## src/rtl/tqvp_byte_sched_pkg.sv

```systemverilog
// Package: tqvp_byte_sched_pkg
// Purpose: shared definitions for the byte write scheduler. It holds the
//          register map addresses, the CTRL/STATUS bit positions, the queue
//          entry layout and the scheduler FSM state encoding.
// Ports:   none (package)
package tqvp_byte_sched_pkg;

    // Register map (byte-peripheral address window)
    localparam logic [3:0] QUEUE_MAX = 4'hB;  // 0x0..0xB push into the queue
    localparam logic [3:0] CTRL      = 4'hC;
    localparam logic [3:0] PACE      = 4'hD;
    localparam logic [3:0] STATUS    = 4'hE;
    localparam logic [3:0] LAST      = 4'hF;

    // CTRL bits
    localparam int CTRL_ENABLE = 0;
    localparam int CTRL_FLUSH  = 1;

    // STATUS bits: {enable, busy, overflow, full, empty, count[2:0]}
    localparam int STAT_ENABLE   = 7;
    localparam int STAT_BUSY     = 6;
    localparam int STAT_OVERFLOW = 5;  // also the write-1-to-clear bit
    localparam int STAT_FULL     = 4;
    localparam int STAT_EMPTY    = 3;

    // One queued register write
    typedef struct packed {
        logic [3:0] addr;
        logic [7:0] data;
    } entry_t;

    typedef enum logic [1:0] {
        IDLE  = 2'd0,
        ISSUE = 2'd1,
        GAP   = 2'd2
    } state_t;

endpackage

```

## src/rtl/tqvp_byte_sched_fifo.sv

```systemverilog
// Module: tqvp_byte_sched_fifo
// Purpose: synchronous FIFO of 12-bit {addr,data} entries, FIFO_DEPTH deep.
//          Pointers are log2(FIFO_DEPTH) bits and wrap naturally. Flush wins
//          over a push or pop in the same cycle.
// Ports:
//   clk, rst    clock, synchronous active-high reset
//   push        write push_data (ignored when full or flushing)
//   push_data   entry to store
//   pop         advance the read pointer (ignored when empty or flushing)
//   flush       empty the queue at the next edge
//   head        entry at the read pointer
//   count       number of stored entries
//   full, empty occupancy flags from the current count
module tqvp_byte_sched_fifo
    import tqvp_byte_sched_pkg::*;
#(
    parameter  int FIFO_DEPTH = 4,
    localparam int PW         = $clog2(FIFO_DEPTH),
    localparam int CW         = PW + 1
) (
    input  logic          clk,
    input  logic          rst,
    input  logic          push,
    input  entry_t        push_data,
    input  logic          pop,
    input  logic          flush,
    output entry_t        head,
    output logic [CW-1:0] count,
    output logic          full,
    output logic          empty
);

    entry_t        mem [FIFO_DEPTH];
    logic [PW-1:0] wr_ptr;
    logic [PW-1:0] rd_ptr;
    logic          push_ok;
    logic          pop_ok;

    assign full    = (count == CW'(FIFO_DEPTH));
    assign empty   = (count == '0);
    assign push_ok = push && !full && !flush;
    assign pop_ok  = pop && !empty && !flush;
    assign head    = mem[rd_ptr];

    // NOTE: sequential state uses non-blocking assignments so every flop
    // samples pre-edge values regardless of block ordering.
    always_ff @(posedge clk) begin
        if (rst || flush) begin
            wr_ptr <= '0;
            rd_ptr <= '0;
            count  <= '0;
        end else begin
            if (push_ok) wr_ptr <= wr_ptr + 1'b1;
            if (pop_ok)  rd_ptr <= rd_ptr + 1'b1;
            count <= count + CW'(push_ok) - CW'(pop_ok);
        end
    end

    // NOTE: the storage array has no reset; occupancy is tracked by the
    // pointers and count, so stale contents are never observed.
    always_ff @(posedge clk) begin
        if (push_ok) mem[wr_ptr] <= push_data;
    end

endmodule

```

## src/rtl/tqvp_byte_write_sched.sv

```systemverilog
// Module: tqvp_byte_write_sched
// Purpose: TinyQV byte peripheral that queues CPU register writes and replays
//          them, paced, to a downstream byte-wide register port.
// Ports:
//   clk, rst    clock, synchronous active-high reset
//   ui_in       input PMOD (unused)
//   uo_out      {enable,busy,overflow,full,empty,3'b0}
//   address     peripheral register address
//   data_write  one-cycle write strobe
//   data_in     write data
//   data_out    read data for address (combinational)
//   reg_addr    downstream register address
//   reg_data    downstream write data
//   reg_we      downstream write request, held until reg_ready
//   reg_ready   downstream accept
module tqvp_byte_write_sched
    import tqvp_byte_sched_pkg::*;
#(
    parameter int         FIFO_DEPTH = 4,
    parameter logic [7:0] PACE_RST   = 8'd0
) (
    input  logic       clk,
    input  logic       rst,
    input  logic [7:0] ui_in,
    output logic [7:0] uo_out,
    input  logic [3:0] address,
    input  logic       data_write,
    input  logic [7:0] data_in,
    output logic [7:0] data_out,
    output logic [3:0] reg_addr,
    output logic [7:0] reg_data,
    output logic       reg_we,
    input  logic       reg_ready
);

    localparam int CW = $clog2(FIFO_DEPTH) + 1;

    state_t        state;
    logic          enable;
    logic          overflow;
    logic [7:0]    pace_reg;
    logic [7:0]    pace_cnt;
    logic [3:0]    last_addr;

    entry_t        head;
    logic [CW-1:0] fifo_count;
    logic          fifo_full;
    logic          fifo_empty;
    logic [3:0]    count_ext;
    logic [7:0]    status;

    logic queue_wr, ctrl_wr, pace_wr, status_wr, flush, start_issue;

    assign queue_wr  = data_write && (address <= QUEUE_MAX);
    assign ctrl_wr   = data_write && (address == CTRL);
    assign pace_wr   = data_write && (address == PACE);
    assign status_wr = data_write && (address == STATUS);
    assign flush     = ctrl_wr && data_in[CTRL_FLUSH];
    // A flushing cycle must not launch the head entry it is discarding.
    assign start_issue = (state == IDLE) && enable && !fifo_empty && !flush;

    tqvp_byte_sched_fifo #(.FIFO_DEPTH(FIFO_DEPTH)) u_fifo (
        .clk       (clk),
        .rst       (rst),
        .push      (queue_wr),
        .push_data ('{addr: address, data: data_in}),
        .pop       (start_issue),
        .flush     (flush),
        .head      (head),
        .count     (fifo_count),
        .full      (fifo_full),
        .empty     (fifo_empty)
    );

    // Control / status registers
    always_ff @(posedge clk) begin
        if (rst) begin
            enable    <= 1'b0;
            pace_reg  <= PACE_RST;
            overflow  <= 1'b0;
            last_addr <= '0;
        end else begin
            if (ctrl_wr) enable   <= data_in[CTRL_ENABLE];
            if (pace_wr) pace_reg <= data_in;
            // Dropped push sets overflow; set has priority over clear.
            if (queue_wr && fifo_full && !flush)
                overflow <= 1'b1;
            else if (status_wr && data_in[STAT_OVERFLOW])
                overflow <= 1'b0;
            if (state == ISSUE && reg_ready) last_addr <= reg_addr;
        end
    end

    // Issue FSM with registered downstream outputs
    always_ff @(posedge clk) begin
        if (rst) begin
            state    <= IDLE;
            reg_we   <= 1'b0;
            reg_addr <= '0;
            reg_data <= '0;
            pace_cnt <= '0;
        end else begin
            case (state)
                IDLE: begin
                    if (start_issue) begin
                        reg_addr <= head.addr;
                        reg_data <= head.data;
                        reg_we   <= 1'b1;
                        state    <= ISSUE;
                    end
                end
                ISSUE: begin
                    if (reg_ready) begin
                        reg_we <= 1'b0;
                        if (pace_reg == 8'd0) begin
                            state <= IDLE;
                        end else begin
                            pace_cnt <= pace_reg;  // snapshot: later PACE writes wait
                            state    <= GAP;
                        end
                    end
                end
                GAP: begin
                    if (pace_cnt <= 8'd1) state <= IDLE;
                    else                  pace_cnt <= pace_cnt - 8'd1;
                end
                default: state <= IDLE;
            endcase
        end
    end

    assign count_ext = 4'(fifo_count);
    assign status    = {enable, (state != IDLE), overflow, fifo_full, fifo_empty,
                        count_ext[2:0]};
    assign uo_out    = {status[7:3], 3'b000};

    // NOTE: every output of a combinational block gets a default first so no
    // address leaves it unassigned and no latch is inferred.
    always_comb begin
        data_out = 8'h00;
        case (address)
            CTRL:    data_out = {7'b0, enable};
            PACE:    data_out = pace_reg;
            STATUS:  data_out = status;
            LAST:    data_out = {4'b0, last_addr};
            default: data_out = 8'h00;
        endcase
    end

    logic unused_ok;
    assign unused_ok = &{1'b0, ui_in, count_ext[3]};

endmodule

```

## config.mk

```make
export PLATFORM = sky130hd
export DESIGN_NAME = tqvp_byte_write_sched
export DESIGN_NICKNAME = d
export VERILOG_FILES = /design/src/rtl/tqvp_byte_sched_pkg.sv /design/src/rtl/tqvp_byte_sched_fifo.sv /design/src/rtl/tqvp_byte_write_sched.sv
export SDC_FILE = /design/constraint.sdc
export NUM_CORES = 1
export LEC_CHECK = 0
export BUFFER_PORTS_ARGS = -buffer_cell sky130_fd_sc_hd__buf_4
export CORE_UTILIZATION = 50
export CTS_CLUSTER_DIAMETER = 30
export DETAILED_ROUTE_END_ITERATION = 16
export PLACE_DENSITY = 0.71
export SLEW_MARGIN = 10
export SYNTH_ARGS = -nofsm -noshare
export SYNTH_HDL_FRONTEND = slang
export SYNTH_SLANG_ARGS = --single-unit
```

## constraint.sdc

```tcl
create_clock -name clk -period 3 [get_ports clk]
set_input_delay 0.45 -clock clk [delete_from_list [all_inputs] [get_ports clk]]
set_output_delay 0.45 -clock clk [all_outputs]
set_load 0.05 [all_outputs]
```

# Yosys cells after proc, flatten, opt, wreduce, memory -nomap -nowiden
# Memory sizes are Yosys's and may differ from the RTL's. A register that Yosys moved wholly into a read port is not among the register bits.
# Index checks and enable logic that the tools add are counted.
[word_totals]
in_bits = 24
output_inout_bits = 29
ramBits = 48
elab_cells = 78
register_bits = 32
n_memories = 1
[mem_list]
columns = ["name", "words", "width", "read_ports", "rd_clocked_by_memory_dff", "wr", "line_no", "rtl"]
rows = [
  ["u_fifo.mem", 4, 12, 1, 1, 1, "tqvp_byte_sched_fifo.sv:33", "entry_t mem [FIFO_DEPTH];"],
]
[classes]
n_mux = 17
n_reduce_logical = 31
addsub = 5
n_lt_le_gt_ge = 2
n_eq_ne = 12
[op_table]
columns = ["operator", "count"]
rows = [
  ["$pmux 8 s4", 1],
  ["$mux 8", 3],
  ["$eq 4x4->1 const B", 4],
  ["$logic_and 1x1->1", 16],
  ["$pmux 8 s2", 1],
  ["$le 8x1->1 const B", 1],
  ["$logic_not 8->1", 1],
  ["$mux 2", 4],
  ["$ne 2x2->1 const B", 4],
  ["$reduce_bool 2->1", 4],
  ["$sub 8x1->8 const B", 1],
  ["$mux 1", 6],
  ["$pmux 2 s3", 1],
  ["$reduce_and 3->1", 2],
  ["$add 2x1->2 const B", 2],
  ["$le 4x4->1 const B", 1],
  ["$reduce_and 4->1", 1],
  ["$add 3x1->3", 1],
  ["$eq 3x3->1 const B", 1],
  ["$logic_not 1->1", 3],
  ["$logic_not 3->1", 1],
  ["$sub 3x1->3", 1],
  ["$eq 2x1->1 const B", 1],
  ["$eq 2x2->1 const B", 1],
  ["5 further kinds", 5],
]

# Logic depth before layout (Yosys ltp)
[logic_depth]
word_depth = 8
depth_mapped = 12
depth_no_buf = 11

# By module
# Synthesis repeated with hierarchy kept, for this count alone.
[unflattened]
cells_unflattened = 330
area_unflattened_um2 = 4124.0
[modules_own_cells]
columns = ["module", "area_each_um2", "cells_per_inst", "seq_area_each_um2", "n_inst"]
rows = [
  ["tqvp_byte_sched_fifo", 2203.4, 112, 1621.6, 1],
  ["tqvp_byte_write_sched", 1920.6, 218, 740.7, 1],
]

# Worst setup path after synthesis
# OpenSTA, ideal clock, no wires.
[synth_timing]
path_type = "in2reg"
start = "in address[0]"
end = "reg u_fifo.count[2]"
path_stages = 12
t_required_ns = 2.881
path_slack_ns = 0.264
setup_ns = 0.119
arrival_ns = 2.617
path_buffers = 2
path_cell_list = "clkbuf_1 -> nor2_1 -> a311oi_4 -> buf_6 -> ha_1 -> inv_1 -> ha_1 -> inv_1 -> fa_1 -> xor2_1 -> xnor2_1 -> nor2_1"
[synth_via]
elab_chain_len = 8
word_cells_on_any_way = 14
classes_between = "add/sub (2); order compare (1); eq/ne (1); reduce/logical (10)"
[synth_rtl]
columns = ["item", "line_no", "rtl"]
rows = [
  ["from (decl)", "tqvp_byte_write_sched.sv:26", "input logic [3:0] address,"],
  ["$eq 4x4->1 (*)", "tqvp_byte_write_sched.sv:55", "assign ctrl_wr = data_write && (address == CTRL);"],
  ["$logic_and 1x1->1 (*)", "tqvp_byte_write_sched.sv:55", ""],
  ["$logic_and 1x1->1 (*)", "tqvp_byte_write_sched.sv:58", "assign flush = ctrl_wr && data_in[CTRL_FLUSH];"],
  ["$logic_not 1->1 (*)", "tqvp_byte_sched_fifo.sv:42, tqvp_byte_write_sched.sv:60", ""],
  ["$logic_and 1x1->1", "tqvp_byte_write_sched.sv:60", "assign start_issue = (state == IDLE) && enable && !fifo_empty && !flush;"],
  ["$logic_and 1x1->1", "tqvp_byte_sched_fifo.sv:42", "assign pop_ok = pop && !empty && !flush;"],
  ["$logic_and 1x1->1 (*)", "tqvp_byte_sched_fifo.sv:42", ""],
  ["net u_fifo.pop_ok", "tqvp_byte_sched_fifo.sv:37", "logic pop_ok;"],
  ["$sub 3x1->3 (*)", "tqvp_byte_sched_fifo.sv:55", "count <= count + CW'(push_ok) - CW'(pop_ok);"],
  ["to (signal assigned)", "tqvp_byte_sched_fifo.sv:55", ""],
  ["to (decl)", "tqvp_byte_sched_fifo.sv:28", "output logic [CW-1:0] count,"],
]
# Mark *: on every way through the listed nets, which the timed path passes. The rest lies on a longest branch.
# A chain may end at the register's enable or synchronous reset.

# Worst setup path in the final report
[layout_timing]
start = "reg enable"
end = "reg u_fifo.count[2]"
[layout_via]
elab_chain_len = 6
[layout_rtl]
columns = ["item", "line_no", "rtl"]
rows = [
  ["from (decl)", "tqvp_byte_write_sched.sv:39", "logic enable;"],
  ["from (signal assigned)", "tqvp_byte_write_sched.sv:83", "if (ctrl_wr) enable <= data_in[CTRL_ENABLE];"],
  ["$logic_and 1x1->1 (3 in a row)", "tqvp_byte_write_sched.sv:60", ""],
  ["$logic_and 1x1->1 (2 in a row)", "tqvp_byte_sched_fifo.sv:42", ""],
  ["$sub 3x1->3", "tqvp_byte_sched_fifo.sv:55", ""],
]
# No other way between the ends.

==> results by group <==
Run status
  – Outcome: finished, final reports clean

Timing
  – Total negative slack: 0 ps
  – Setup Skew: roughly 8.8 ps
  – Final period utilization: just under 90%
  – Final Slew Violations: 0
  – # setup viols final: 0
  – Worst-margin pin slew: between 600 and 700 ps
  – RSZ-0062 raised after global routing: no
  – Min Clock Period, post-route: around 2600 ps
  – Fmax achieved: 0.3815 GHz
  – Fin. Hold Viols: 0
  – WHS: between 300 and 400 ps
  – Slew HR: a little over half

Routing
  – Post-DR wirelength/cell: around 18 µm
  – DRC violations left: 0
  – Total wire length: around 8400 µm
  – Drt via density: roughly 5.6
  – Initial drt markers: approximately 190
  – Antenna Violating Nets Remaining: 0
  – Via count: 2605
  – First-pass DRT Iterations: 4

Worst setup path
  – Crit Reg-Reg Endpoint: u_fifo.count[2]$_SDFF_PP0_
  – Critical path class: reg2reg
  – Reg2reg path depth: 10
  – Crit start category: flip-flop
  – Worst Setup EP: u_fifo.count[2]$_SDFF_PP0_
  – Worst r2r src: enable$_SDFFE_PP0N_
  – Worst EP arrival: between 2000 and 3000 ps
  – Crit. End Element: flip-flop
  – Worst-path fanout max: 6
  – CP startpoint: enable$_SDFFE_PP0N_
  – FF-to-FF setup slack: ~380 ps
  – Critical Path RT: roughly 3200 ps

Power and ir drop
  – Leak: approximately 1.6 nW
  – Peak VDD IR: 0.4011 mV
  – Pwr Density: 532.2 nW/µm²
  – Power, Total: 2.424 mW

Placement
  – GP Congestion: just under 0.9
  – Placed instance area: ~4400 µm²
  – Post-DP HPWL: between 5000 and 6000 µm
  – Port Buf Inserts: between 40 and 50

Clock tree
  – Root Buffer: clkbuf_8
  – Total CTS buffers: 9
  – CTS tree: done
  – CTS Buffer Depth: 2
  – H-tree Lvls: 3
  – Hold-fix buffer count after cts: 0
  – Post-CTS setup buffers: 0
  – Clock Latency Late Sink: approximately 350 ps
  – Resize count post-CTS: 0
  – Clock transition at path regs: roughly 90 ps
  – Num Clock Sinks: between 90 and 100

Floorplanning
  – # rows: 32
  – Die area: between 8000 and 9000 µm²
  – # IOs: 53
  – Initial Util: between 50% and 60%
  – Chip height: a little over 90 µm
  – Width of the die: slightly above 90 µm
  – Core Footprint: 7767 µm²

Synth
  – Syn. warnings: 0
  – Cells after synthesis: between 300 and 400
  – EDFF count, synth: between 40 and 50
  – Cell Area, Synth: 4023 µm²
  – Post-Syn Area per Cell: around 13 µm²
  – Flops & latches, synth: 92
  – Top FF cell, synth: edfxtp_1
  – Register area share after synthesis: ~58%
  – Netlist cell types: between 50 and 60
  – Ys async rst share: 0%

Min path
  – Hold WC Path Type: in2reg
  – Hold Path Stages: 1

Cells and area
  – Area delta synth->final: 13.22%
  – Final nets: 388
  – Fraction of layout cells with a size suffix above 1: between 20% and 30%
  – Finished Cell Area: ~4600 µm²
  – Commonest non-fill, non-tap cell in the layout: nor2_1
  – Max FFs per register: 48
  – Diode count: 0
  – Highest-count cells in the layout ignoring fill and taps: nor2_1 (53), edfxtp_1 (48), buf_4 (45), dfxtp_1 (44), mux2i_1 (26)
  – Final core occ: 58.63%
  – Reg with most FFs: u_fifo.mem

GRT
  – Antenna violations before repair: 0
  – Vias in the first global route: about 2600
  – Global-route wire length before repair: around 13000 µm
  – GRT Util Overall: 21.41%
  – Maximum number of pins on one net before global-route repair: 38
  – Global route overflow: 0

Job
  – Max-Cap Viols: 0
-- worst min path at each step --
stage                         startpoint  slack (ps)                         end
2_1_floorplan  last_addr[1]$_SDFFE_PP0P_         460   last_addr[1]$_SDFFE_PP0P_
3_3_place_gp    reg_data[1]$_SDFFE_PP0P_         470    reg_data[1]$_SDFFE_PP0P_
3_5_place_dp    reg_data[0]$_SDFFE_PP0P_         490    reg_data[0]$_SDFFE_PP0P_
4_1_cts                       data_in[4]         290  u_fifo.mem[2][4]$_DFFE_PP_
5_1_grt                       data_in[3]         300  u_fifo.mem[0][3]$_DFFE_PP_
6_report                      data_in[4]         310  u_fifo.mem[2][4]$_DFFE_PP_
-- stage by stage --
step                instances  setup slack [ps]
floorplan                 321             264.0
global route              462             255.1
CTS                       462             390.4
detailed placement        446             397.1
global placement          446             488.6
finish                    462             379.0
-- cell usage after synthesis (2+ instances only) --
| cell | n | area (µm²) |
|---|---|---|
| nor4_1 | 2 | 12.51 |
| a31oi_1 | 2 | 12.51 |
| nand3_1 | 6 | 30.03 |
| o21ai_0 | 2 | 10.01 |
| mux2i_1 | 26 | 260.3 |
| nand2_1 | 9 | 33.78 |
| nor2_1 | 53 | 198.9 |
| a21oi_1 | 11 | 55.05 |
| nor3_1 | 3 | 15.01 |
| nor2b_1 | 4 | 25.02 |
| a21o_1 | 2 | 15.01 |
| and2_1 | 6 | 37.54 |
| a32oi_1 | 3 | 26.28 |
| mux4_2 | 13 | 292.8 |
| nor3b_1 | 2 | 15.01 |
| buf_2 | 2 | 10.01 |
| edfxtp_1 | 48 | 1441 |
| dfxtp_1 | 44 | 880.8 |
| xor2_1 | 2 | 17.52 |
| inv_1 | 12 | 45.04 |
| buf_4 | 7 | 52.55 |
| xnor2_1 | 3 | 26.28 |
| clkbuf_1 | 11 | 41.29 |
| a22oi_1 | 7 | 52.55 |
| ha_1 | 8 | 100.1 |
| mux2_2 | 2 | 22.52 |
| o32ai_1 | 3 | 26.28 |
-- cell type report --
| type | count | area, µm² |
|---|---|---|
| fill | 674 | 3213 |
| clock buffer | 10 | 137.6 |
| inverter | 12 | 45.04 |
| tap | 102 | 127.6 |
| multi-input combinational | 195 | 1544 |
| sequential | 92 | 2322 |
| timing repair buffer | 45 | 337.8 |
| clock inverter | 6 | 40.04 |
-- kinds of logic (layout without fill, tap and decap cells) --
group	after synthesis	count (layout)	synth area share (%)
and+or+nand+nor	94	94	10.95
DFF	92	92	57.73
adders and majority gates	9	9	2.986
buffers and inverters	34	73	4.074
other	1	3	0.09322
xor gates and xnor gates	5	5	1.089
AOI/OAI and AO/OA	43	43	8.772
muxes	41	41	14.31
-- worst max-delay path: stages (launching register included) --
cell      delay [ps]
dfxtp_1          440
or3b_2           520
a311oi_4         260
ha_1             280
inv_1             50
ha_1             130
inv_1             60
fa_1             390
xor2_1           180
xnor2_1          140
nor2_1            50
-- layer usage --
metal	vias to the layer above	part of all wire, %	GRT usage, %
li1	1233	-	-
met3	12	5.4	4.726
met1	1287	43	27.46
met2	73	49	34.96
met5	-	0	0
met4	0	2.1	9.505
-- where the power goes --
group          leakage, nW  switching, mW  internal [mW]
sequential           0.793         0.0257           1.38
combinational        0.748          0.175         0.0977
clock               0.0836          0.425          0.321
(Power assumes the default switching activity.)
